==> config.mk <==
export PLATFORM = sky130hd
export DESIGN_NAME = xadc_chan_poller
export DESIGN_NICKNAME = d
export VERILOG_FILES = /design/src/rtl/xadc_chan_poller.sv
export SDC_FILE = /design/constraint.sdc
export NUM_CORES = 1
export LEC_CHECK = 0
export BUFFER_PORTS_ARGS = -buffer_cell sky130_fd_sc_hd__buf_2
export CAP_MARGIN = 20
export CORE_MARGIN = 2
export CORE_UTILIZATION = 45
export CTS_CLUSTER_SIZE = 28
export DETAILED_ROUTE_END_ITERATION = 12
export PLACE_DENSITY = 0.72
export SLEW_MARGIN = 10
export SYNTH_ARGS = -nofsm -noshare
export SYNTH_HDL_FRONTEND = slang
export SYNTH_SLANG_ARGS = --single-unit
==> constraint.sdc <==
create_clock -name dclk_in -period 3.7 [get_ports dclk_in]
set_input_delay 0 -clock dclk_in [delete_from_list [all_inputs] [get_ports dclk_in]]
set_output_delay 0 -clock dclk_in [all_outputs]
set_load 0.01 [all_outputs]
==> src/rtl/xadc_chan_poller.sv <==
// xadc_chan_poller
// Multi-channel XADC sampling engine. Every end-of-conversion on a channel in
// [BASE_CH, BASE_CH+NUM_CH-1] triggers one DRP read of that channel's status
// register. The read value is optionally box-car averaged over 2^AVG_LOG2
// samples and then held per slot, with sticky out-of-window alarms.
//
//   state   | meaning
//   --------+------------------------------------------------------------
//   IDLE    | no read in flight; serve pending EOC first, else live EOC
//   REQ     | drive den_out/daddr_out for one cycle, load DRP timeout
//   WAIT    | wait for drdy_in; abandon the read when the timeout expires
//   ACC     | accumulate the sample, write the result on the last sample
//
// One EOC can be parked while a read is in flight. A further EOC in that
// window is lost and counted in overrun_cnt.

module xadc_chan_poller #(
   parameter int NUM_CH   = 4,
   parameter int BASE_CH  = 16,
   parameter int ADC_BITS = 12,
   parameter int AVG_LOG2 = 0,
   parameter int TIMEOUT  = 64
) (
   input  logic                       dclk_in,
   input  logic                       reset_in,
   input  logic                       eoc_in,
   input  logic [4:0]                 channel_in,
   output logic                       den_out,
   output logic [6:0]                 daddr_out,
   output logic                       dwe_out,
   output logic [15:0]                di_out,
   input  logic [15:0]                do_in,
   input  logic                       drdy_in,
   input  logic [ADC_BITS-1:0]        thr_hi,
   input  logic [ADC_BITS-1:0]        thr_lo,
   input  logic                       alarm_clr,
   output logic [NUM_CH*ADC_BITS-1:0] result_flat,
   output logic                       valid_out,
   output logic [3:0]                 valid_ch,
   output logic [ADC_BITS-1:0]        valid_data,
   output logic [NUM_CH-1:0]          alarm_out,
   output logic                       busy_out,
   output logic                       timeout_out,
   output logic [7:0]                 overrun_cnt
);

   // slot index width, accumulator width, sample-count width, timer width
   localparam int SW = (NUM_CH > 1) ? $clog2(NUM_CH) : 1;
   localparam int AW = ADC_BITS + AVG_LOG2;
   localparam int CW = (AVG_LOG2 > 0) ? AVG_LOG2 : 1;
   localparam int TW = $clog2(TIMEOUT);

   localparam logic [CW-1:0] CNT_LAST = CW'((1 << AVG_LOG2) - 1);
   localparam logic [TW-1:0] TMO_LOAD = TW'(TIMEOUT - 1);
   localparam logic [5:0]    CH_FIRST = 6'(BASE_CH);
   localparam logic [5:0]    CH_LAST  = 6'(BASE_CH + NUM_CH - 1);
   localparam logic [4:0]    CH_BASE5 = 5'(BASE_CH);

   typedef enum logic [1:0] {
      ST_IDLE = 2'd0,
      ST_REQ  = 2'd1,
      ST_WAIT = 2'd2,
      ST_ACC  = 2'd3
   } state_t;

   state_t              state_q;
   state_t              state_d;

   logic [4:0]          ch_q;
   logic                pend_vld_q;
   logic [4:0]          pend_ch_q;
   logic [TW-1:0]       tmo_q;
   logic [ADC_BITS-1:0] sample_q;

   logic [AW-1:0]       acc_q [NUM_CH];
   logic [CW-1:0]       cnt_q [NUM_CH];
   logic [ADC_BITS-1:0] res_q [NUM_CH];

   logic                eoc_hit;
   logic                take_pend;
   logic                take_live;
   logic                tmo_hit;
   logic [SW-1:0]       slot;
   logic [AW-1:0]       acc_sum;
   logic [ADC_BITS-1:0] avg_val;
   logic                avg_last;
   logic                res_wr;
   logic [NUM_CH-1:0]   alarm_set;

   // Out-of-range channels are filtered at the door so they never occupy
   // the pending slot and never count as overruns.
   assign eoc_hit = eoc_in
                    && ({1'b0, channel_in} >= CH_FIRST)
                    && ({1'b0, channel_in} <= CH_LAST);

   assign slot = SW'(ch_q - CH_BASE5);

   // Next-state logic and IDLE arbitration between pending and live EOCs
   always_comb begin
      state_d   = state_q;
      take_pend = 1'b0;
      take_live = 1'b0;
      tmo_hit   = 1'b0;
      case (state_q)
         ST_IDLE: begin
            if (pend_vld_q) begin
               take_pend = 1'b1;
               state_d   = ST_REQ;
            end else if (eoc_hit) begin
               take_live = 1'b1;
               state_d   = ST_REQ;
            end
         end
         ST_REQ: begin
            state_d = ST_WAIT;
         end
         ST_WAIT: begin
            if (drdy_in) begin
               state_d = ST_ACC;
            end else if (tmo_q == '0) begin
               tmo_hit = 1'b1;
               state_d = ST_IDLE;
            end
         end
         ST_ACC: begin
            state_d = ST_IDLE;
         end
         default: begin
            state_d = ST_IDLE;
         end
      endcase
   end

   // State register
   always_ff @(posedge dclk_in) begin
      if (reset_in) begin
         state_q <= ST_IDLE;
      end else begin
         state_q <= state_d;
      end
   end

   assign den_out     = (state_q == ST_REQ);
   assign busy_out    = (state_q != ST_IDLE);
   assign timeout_out = tmo_hit;
   assign daddr_out   = {2'b00, ch_q};
   assign dwe_out     = 1'b0;
   assign di_out      = '0;

   // Latch the channel being served and manage the one-deep pending slot
   always_ff @(posedge dclk_in) begin
      if (reset_in) begin
         ch_q        <= '0;
         pend_vld_q  <= 1'b0;
         pend_ch_q   <= '0;
         overrun_cnt <= '0;
      end else begin
         if (take_pend) begin
            ch_q <= pend_ch_q;
         end else if (take_live) begin
            ch_q <= channel_in;
         end

         if (state_q == ST_IDLE) begin
            // pending is consumed this cycle, so a live EOC can take its place
            if (pend_vld_q) begin
               pend_vld_q <= eoc_hit;
               if (eoc_hit) begin
                  pend_ch_q <= channel_in;
               end
            end
         end else if (eoc_hit) begin
            if (!pend_vld_q) begin
               pend_vld_q <= 1'b1;
               pend_ch_q  <= channel_in;
            end else if (overrun_cnt != 8'hFF) begin
               overrun_cnt <= overrun_cnt + 8'd1;
            end
         end
      end
   end

   // DRP wait timer (down-counter, expires at zero) and sample capture
   always_ff @(posedge dclk_in) begin
      if (reset_in) begin
         tmo_q    <= '0;
         sample_q <= '0;
      end else begin
         if (state_q == ST_REQ) begin
            tmo_q <= TMO_LOAD;
         end else if (state_q == ST_WAIT && tmo_q != '0) begin
            tmo_q <= tmo_q - 1'b1;
         end

         if (state_q == ST_WAIT && drdy_in) begin
            sample_q <= do_in[15 -: ADC_BITS];
         end
      end
   end

   // Accumulate the current slot, decide whether this sample closes the
   // average, and flag out-of-window results
   always_comb begin
      acc_sum   = acc_q[slot] + AW'(sample_q);
      avg_val   = acc_sum[AVG_LOG2 +: ADC_BITS];
      avg_last  = (cnt_q[slot] == CNT_LAST);
      res_wr    = (state_q == ST_ACC) && avg_last;
      alarm_set = '0;
      if (res_wr && ((avg_val > thr_hi) || (avg_val < thr_lo))) begin
         alarm_set[slot] = 1'b1;
      end
   end

   // Per-slot accumulator, sample counter and held result
   always_ff @(posedge dclk_in) begin
      if (reset_in) begin
         for (int i = 0; i < NUM_CH; i++) begin
            acc_q[i] <= '0;
            cnt_q[i] <= '0;
            res_q[i] <= '0;
         end
      end else if (state_q == ST_ACC) begin
         cnt_q[slot] <= avg_last ? '0 : cnt_q[slot] + 1'b1;
         acc_q[slot] <= avg_last ? '0 : acc_sum;
         if (avg_last) begin
            res_q[slot] <= avg_val;
         end
      end
   end

   // Result strobe, last-write holding registers and sticky alarms; a set
   // takes priority over a simultaneous clear
   always_ff @(posedge dclk_in) begin
      if (reset_in) begin
         valid_out  <= 1'b0;
         valid_ch   <= '0;
         valid_data <= '0;
         alarm_out  <= '0;
      end else begin
         valid_out <= res_wr;
         if (res_wr) begin
            valid_ch   <= 4'(slot);
            valid_data <= avg_val;
         end
         alarm_out <= (alarm_out & ~{NUM_CH{alarm_clr}}) | alarm_set;
      end
   end

   for (genvar gi = 0; gi < NUM_CH; gi++) begin : g_flat
      assign result_flat[gi*ADC_BITS +: ADC_BITS] = res_q[gi];
   end

   // Status-register bits below the result width carry no information here
   if (ADC_BITS < 16) begin : g_lsb
      logic unused_do_lsb;
      assign unused_do_lsb = ^do_in[15-ADC_BITS:0];
   end

endmodule

# [Word-level counts from Yosys, hierarchy flattened]
# Memories as Yosys holds them, arrays and structs flattened.
# Index checks and enable logic that the tools add are counted.
[word_totals] wordCells=107 mem_count=3 regBits=58 out_inout_bits=104 inputBits=50 mem_bits_rw=100
[memory_table] memory="acc_q" words=4 word_bits=12 read_ports=1 rd_ports_with_merged_regs=0 wr=4 line_no="75" text="logic [AW-1:0] acc_q [NUM_CH];"
[memory_table] memory="res_q" words=4 word_bits=12 read_ports=4 rd_ports_with_merged_regs=0 wr=4 line_no="77" text="logic [ADC_BITS-1:0] res_q [NUM_CH];"
[memory_table] memory="cnt_q" words=4 word_bits=1 read_ports=1 rd_ports_with_merged_regs=0 wr=4 line_no="76" text="logic [CW-1:0] cnt_q [NUM_CH];"
[classes] mux=48 eq_ne=8 addsub=5 n_bitwise=5 n_reduce_logical=21 n_lt_le_gt_ge=6
[ops] operator="$mux W12" n=3
[ops] operator="$mux W5" n=7
[ops] operator="$mux W1" n=26
[ops] operator="$reduce_or A12 Y1" n=2
[ops] operator="$mux W2" n=7
[ops] operator="$add A12 B12 Y12" n=1
[ops] operator="$gt A12 B12 Y1" n=1
[ops] operator="$lt A12 B12 Y1" n=1
[ops] operator="$mux W6" n=2
[ops] operator="$add A8 B1 Y8 const B" n=1
[ops] operator="$ne A8 B8 Y1 const B" n=1
[ops] operator="$pmux W2 S4" n=1
[ops] operator="$reduce_bool A2 Y1" n=4
[ops] operator="$logic_and A1 B1 Y1" n=7
[ops] operator="$logic_not A6 Y1" n=1
[ops] operator="$ne A3 B3 Y1 const B" n=2
[ops] operator="$reduce_bool A6 Y1" n=1
[ops] operator="$sub A6 B1 Y6 const B" n=1
[ops] operator="$ge A5 B5 Y1 const B" n=1
[ops] operator="$le A5 B5 Y1 const B" n=1
[ops] operator="$and A4 B4 Y4" n=1
[ops] operator="$eq A2 B2 Y1 const B" n=2
[ops] operator="$mux W4" n=1
[ops] operator="$not A4 Y4" n=1
[ops] operator="16 further kinds" n=17

# [Logic depth before layout (Yosys ltp)]
[logic_depth] word_depth=8 depth_mapped=9 mapped_depth_nobuf=7

# [Least setup slack after synthesis]
# OpenSTA, ideal clock, no wires.
[synth_path] path_kind="register to register" from="register state_q[0]" to="register ch_q[0]" t_arrival_ps=1697 stages_incl_launch_ff=10 period_less_slack_ps=1824 t_required_ps=3572 setup_ps=128 path_slack_ps=1876 n_path_buf=2 path_cell_list="dfxtp_1 > or2_2 > clkbuf_1 > inv_1 > ha_1 > buf_1 > a21oi_1 > nor2_1 > a21oi_1 > nor2_1"
[synth_between] elab_chain_cells=3 elab_cells_between_ends=5 cone_classes="mux (3); reduce/logical (2)"
[synth_lines] element="start: declaration" line_no="66" text="state_t state_q;"
[synth_lines] element="start signal: assignment" line_no="139" text="state_q <= state_d;"
[synth_lines] element="$logic_not A2 Y1 *" line_no="104" text="case (state_q)"
[synth_lines] element="$mux W1" line_no="104"
[synth_lines] element="$mux W5 / $reduce_bool A2 Y1 (equally long branches)"
[synth_lines] element="end signal: assignment" line_no="159" text="ch_q <= pend_ch_q;"
[synth_lines] element="end signal: assignment" line_no="161" text="ch_q <= channel_in;"
[synth_lines] element="end: declaration" line_no="69" text="logic [4:0] ch_q;"
# Every way passes the cells marked *; elsewhere a longest branch is shown, timed or not.
# A chain may end at the register's enable or synchronous reset.

# [Worst setup path in the final report]
[layout_path] from="register sample_q[1]" to="register alarm_out[1]"
[layout_between] elab_chain_cells=6 elab_cells_between_ends=7 cone_classes="add/sub (1); order compare (2); mux (1); bitwise (1); reduce/logical (2)"
[layout_lines] element="start: declaration" line_no="73" text="logic [ADC_BITS-1:0] sample_q;"
[layout_lines] element="start signal: assignment" line_no="196" text="sample_q <= do_in[15 -: ADC_BITS];"
[layout_lines] element="$add A12 B12 Y12 *" line_no="204" text="acc_sum = acc_q[slot] + AW'(sample_q);"
[layout_lines] element="$gt A12 B12 Y1 / $lt A12 B12 Y1 (equally long branches)" line_no="209" text="if (res_wr && ((avg_val > thr_hi) || (avg_val < thr_lo))) begin"
[layout_lines] element="$logic_or A1 B1 Y1 *" line_no="209"
[layout_lines] element="$logic_and A1 B1 Y1 *" line_no="209"
[layout_lines] element="$mux W4 *" line_no="209"
[layout_lines] element="$or A4 B4 Y4 *" line_no="245" text="alarm_out <= (alarm_out & ~{NUM_CH{alarm_clr}}) | alarm_set;"
[layout_lines] element="end signal: assignment" line_no="245"
[layout_lines] element="end: declaration" line_no="41" text="output logic [NUM_CH-1:0] alarm_out,"
# Marks and branches as above.

==> impl_metrics.csv <==
group,metric,value,unit
outcome,status,"finished clean",
clock_tree,cts_max_path_buffers,2,
route,wl,10500,um
final_layout,final_cells,780,
global_route,grt_pass1_vias,3563,
synth,synth_cell_types,43,
floorplanning,die_w,107,um
worst_setup_path,critical_path_class,"reg -> reg",
worst_setup_path,cp.required,3.92,ns
clock_tree,cts_tree,"built",
final_layout,ff_latch_area,2600,um^2
global_route,grt_pass1_wl,17100,um
synth,async_flop_share,0,%
global_route,grt_max_degree,59,
placement,port_buffers,128,
hold_path,min_path_cells,4,
route,avgViaCountPerCell,4.83,
timing,tns,0,ns
floorplanning,start_util,46.2,%
clock_tree,clk_pin_slew_worst_paths,0.10,ns
worst_setup_path,cp_slowest_cell,"a2111oi_2",
worst_setup_path,crit_chain,"ha_1 > nor2b_1 > o211ai_1 > a211oi_1 > a2111oi_2 > o211ai_1",
worst_setup_path,max_stage_delay,0.58,ns
synth,synth_flop_cell,"dfxtp_1",
timing,tightest_slew,1.03,ns
synth,ys_seq_area_share,54.6,%
power_and_ir_drop,pwr_density_cell,352,nW/um^2
synth,synth_area,4770,um^2
placement,dp_hpwl,7750,um
floorplanning,fp.dieArea,11400,um^2
worst_setup_path,timing.rr.start,"sample_q[1]",
route,ant_nets,0,
floorplanning,num_rows,37,
floorplanning,die_y,107,um
power_and_ir_drop,total_power,2.03,mW
hold_path,min_from,"channel_in[2]",
worst_setup_path,cp_common_cell,"o211ai_1",
timing,finalCritPeriodShare,55.5,%
clock_tree,ctsHtreeMaxLevel,3,
synth,avgSynthCellArea,9.53,um^2
final_layout,drive_gt1_share,24.4,%
placement,dp.cells,746,
global_route,antenna_found_initial,0,
timing,hold_viol,0,
timing,drv_slew,0,
power_and_ir_drop,ir_worst_vdd,0.187,mV
worst_setup_path,r2r_cells,6,
worst_setup_path,cp-start-kind,"flop",
worst_setup_path,startpoint,"sample_q[1]",
synth,syn_inst,500,
floorplanning,design.core.area,10300,um^2
final_layout,multi_input_area,1830,um^2
route,drc_errors,0,
timing,finClkSkew,0.0115,ns
timing,slew_headroom,31.7,%
clock_tree,cts.sinks,106,
timing,rsz0062_at_grt,"false",
synth,ys_warn_count,0,
clock_tree,cts_root_buf,"clkbuf_8",
worst_setup_path,critPathMaxFanout,5,
final_layout,finish.net_count,716,
worst_setup_path,endpoint_kind,"flop",
timing,finalSetupViolations,0,
placement,place.gp.congestion,0.884,
hold_path,hold_class,"in -> reg",
floorplanning,pin_count,154,
timing,max_freq,487,MHz
flow_run,drv_cap,0,
clock_tree,cts_buffers,9,
power_and_ir_drop,leakagePower,2.63,nW
route,drt-initial-drc-count,200,
timing,timing.hold.ws,0.179,ns
synth,synth_edf_count,48,
timing,fin_crit,2.05,ns
clock_tree,clk_latency,0.36,ns
global_route,grt_overflow,0,
final_layout,antenna_cells,0,
synth,ys_seq_elements,106,
route,routedWlPerCell,13.4,um
final_layout,syn_to_final_growth,20.9,%
worst_setup_path,arrival,2.28,ns
clock_tree,cts_setup_buffers,0,
final_layout,fillers,914,
clock_tree,cts_resized,0,
route,first_pass_iters,4,
global_route,grtUsageTotal,19.2,%
route,vias,3767,
what timing repair did:
| item | CTS | global route |
|---|---|---|
| hold buffers | 16 | 0 |
| setup endpoints to repair | 0 | 0 |
| endpoints found under the hold margin | 20 | 0 |
worst max-delay path: cells and delay by family, from the launching register on:
family          cells  cell delay (ns)
simple gates        1             0.13
flops               1             0.45
compound gates      4             1.04
fa+ha+maj           1             0.28
power breakdown:
part	internal [mW]	switching [mW]
sequential	1.24	0.0101
combinational	0.0647	0.0911
clock	0.246	0.373
state kept, by name, indices dropped and copies added (netlist names):
name / count
res_q: 48
sample_q: 12
valid_data: 12
overrun_cnt: 8
tmo_q: 6
ch_q: 5
pend_ch_q: 5
alarm_out: 4
state_q: 2
valid_ch: 2
pend_vld_q: 1
valid_out: 1
through the flow:
step / util [%] / instance area, um^2 / worst slack, ns
after global placement: 52.6 / 5430 / 1.62
after CTS: 55.7 / 5750 / 1.59
after detailed placement: 52.6 / 5430 / 1.61
after global routing: 55.8 / 5760 / 1.47
after floorplan: - / 4840 / 1.88
final: 55.8 / 5760 / 1.65
final timing paths:
| check | end | slack, ns |
|---|---|---|
| setup / recovery | alarm_out[1] | 1.65 |
| hold / removal | pend_vld_q | 0.18 |
| setup reg to reg | alarm_out[1] | 1.65 |
| hold reg to reg | valid_ch[1] | 0.46 |
cells by family after synthesis:
kind of cell	share of synthesized area (%)
AOI/OAI and AO/OA	10.2
xor gates and xnor gates	1.84
adders and majority gates	7.09
buffers and inverters	8.53
DFF	54.6
muxes	0.630
other	0.0787
and+or+nand+nor	17.1
Yosys cell counts (2+ instances only):
cell type	instances	share of area [%]
nand2_1	88	6.9
dfxtp_1	58	24
nor2_1	58	4.6
a21oi_1	49	5.1
edfxtp_1	48	30
inv_1	42	3.3
ha_1	27	7.1
buf_4	21	3.3
clkbuf_1	16	1.3
o21ai_0	9	0.94
xor2_1	8	1.5
or2_2	7	0.92
nand3_1	6	0.63
nand4_1	6	0.79
nor3_1	6	0.63
o211ai_1	6	0.94
nand2b_1	4	0.52
o21bai_1	4	0.63
a211oi_1	3	0.47
and2_1	3	0.39
and3_1	3	0.39
mux2i_1	3	0.63
a22oi_1	2	0.31
buf_6	2	0.47
nor2b_1	2	0.26
xnor2_1	2	0.37
routing by layer:
layer / GRT usage, % / vias up / part of all wire, %
met3: 3.34 / 11 / 6.5
met4: 6.31 / 0 / 1.5
met2: 31.9 / 139 / 48
li1: - / 1909 / -
met1: 25.4 / 1708 / 44
met5: 0 / - / 0
cell type report:
cell class	count	share of cell area (%)
repair buffers	149	14.5
inverters	42	2.74
clock buffers	12	2.34
multi-input cells	331	31.8
clock inverters	4	0.456
flip-flops and latches	106	45.2
well taps	136	2.95
layout by cell type (no fill, tap or decap), drive strengths merged, types with 4 or more instances in the layout:
master       synthesis  routed
conb                 1      21
and2                 4       4
nand4                6       6
dfxtp               58      58
dlygate4sd3          0      16
clkbuf              16      12
buf                 25     133
nand2b               5       5
a21oi               50      50
inv                 42      43
xor2                 8       8
nand2               88      88
o21bai               4       4
ha                  27      27
nor2                58      58
edfxtp              48      48
o211ai               6       6
nor3                 6       6
or2                  7       7
nand3                6       6
o21ai                9       9
(Power assumes the default switching activity.)
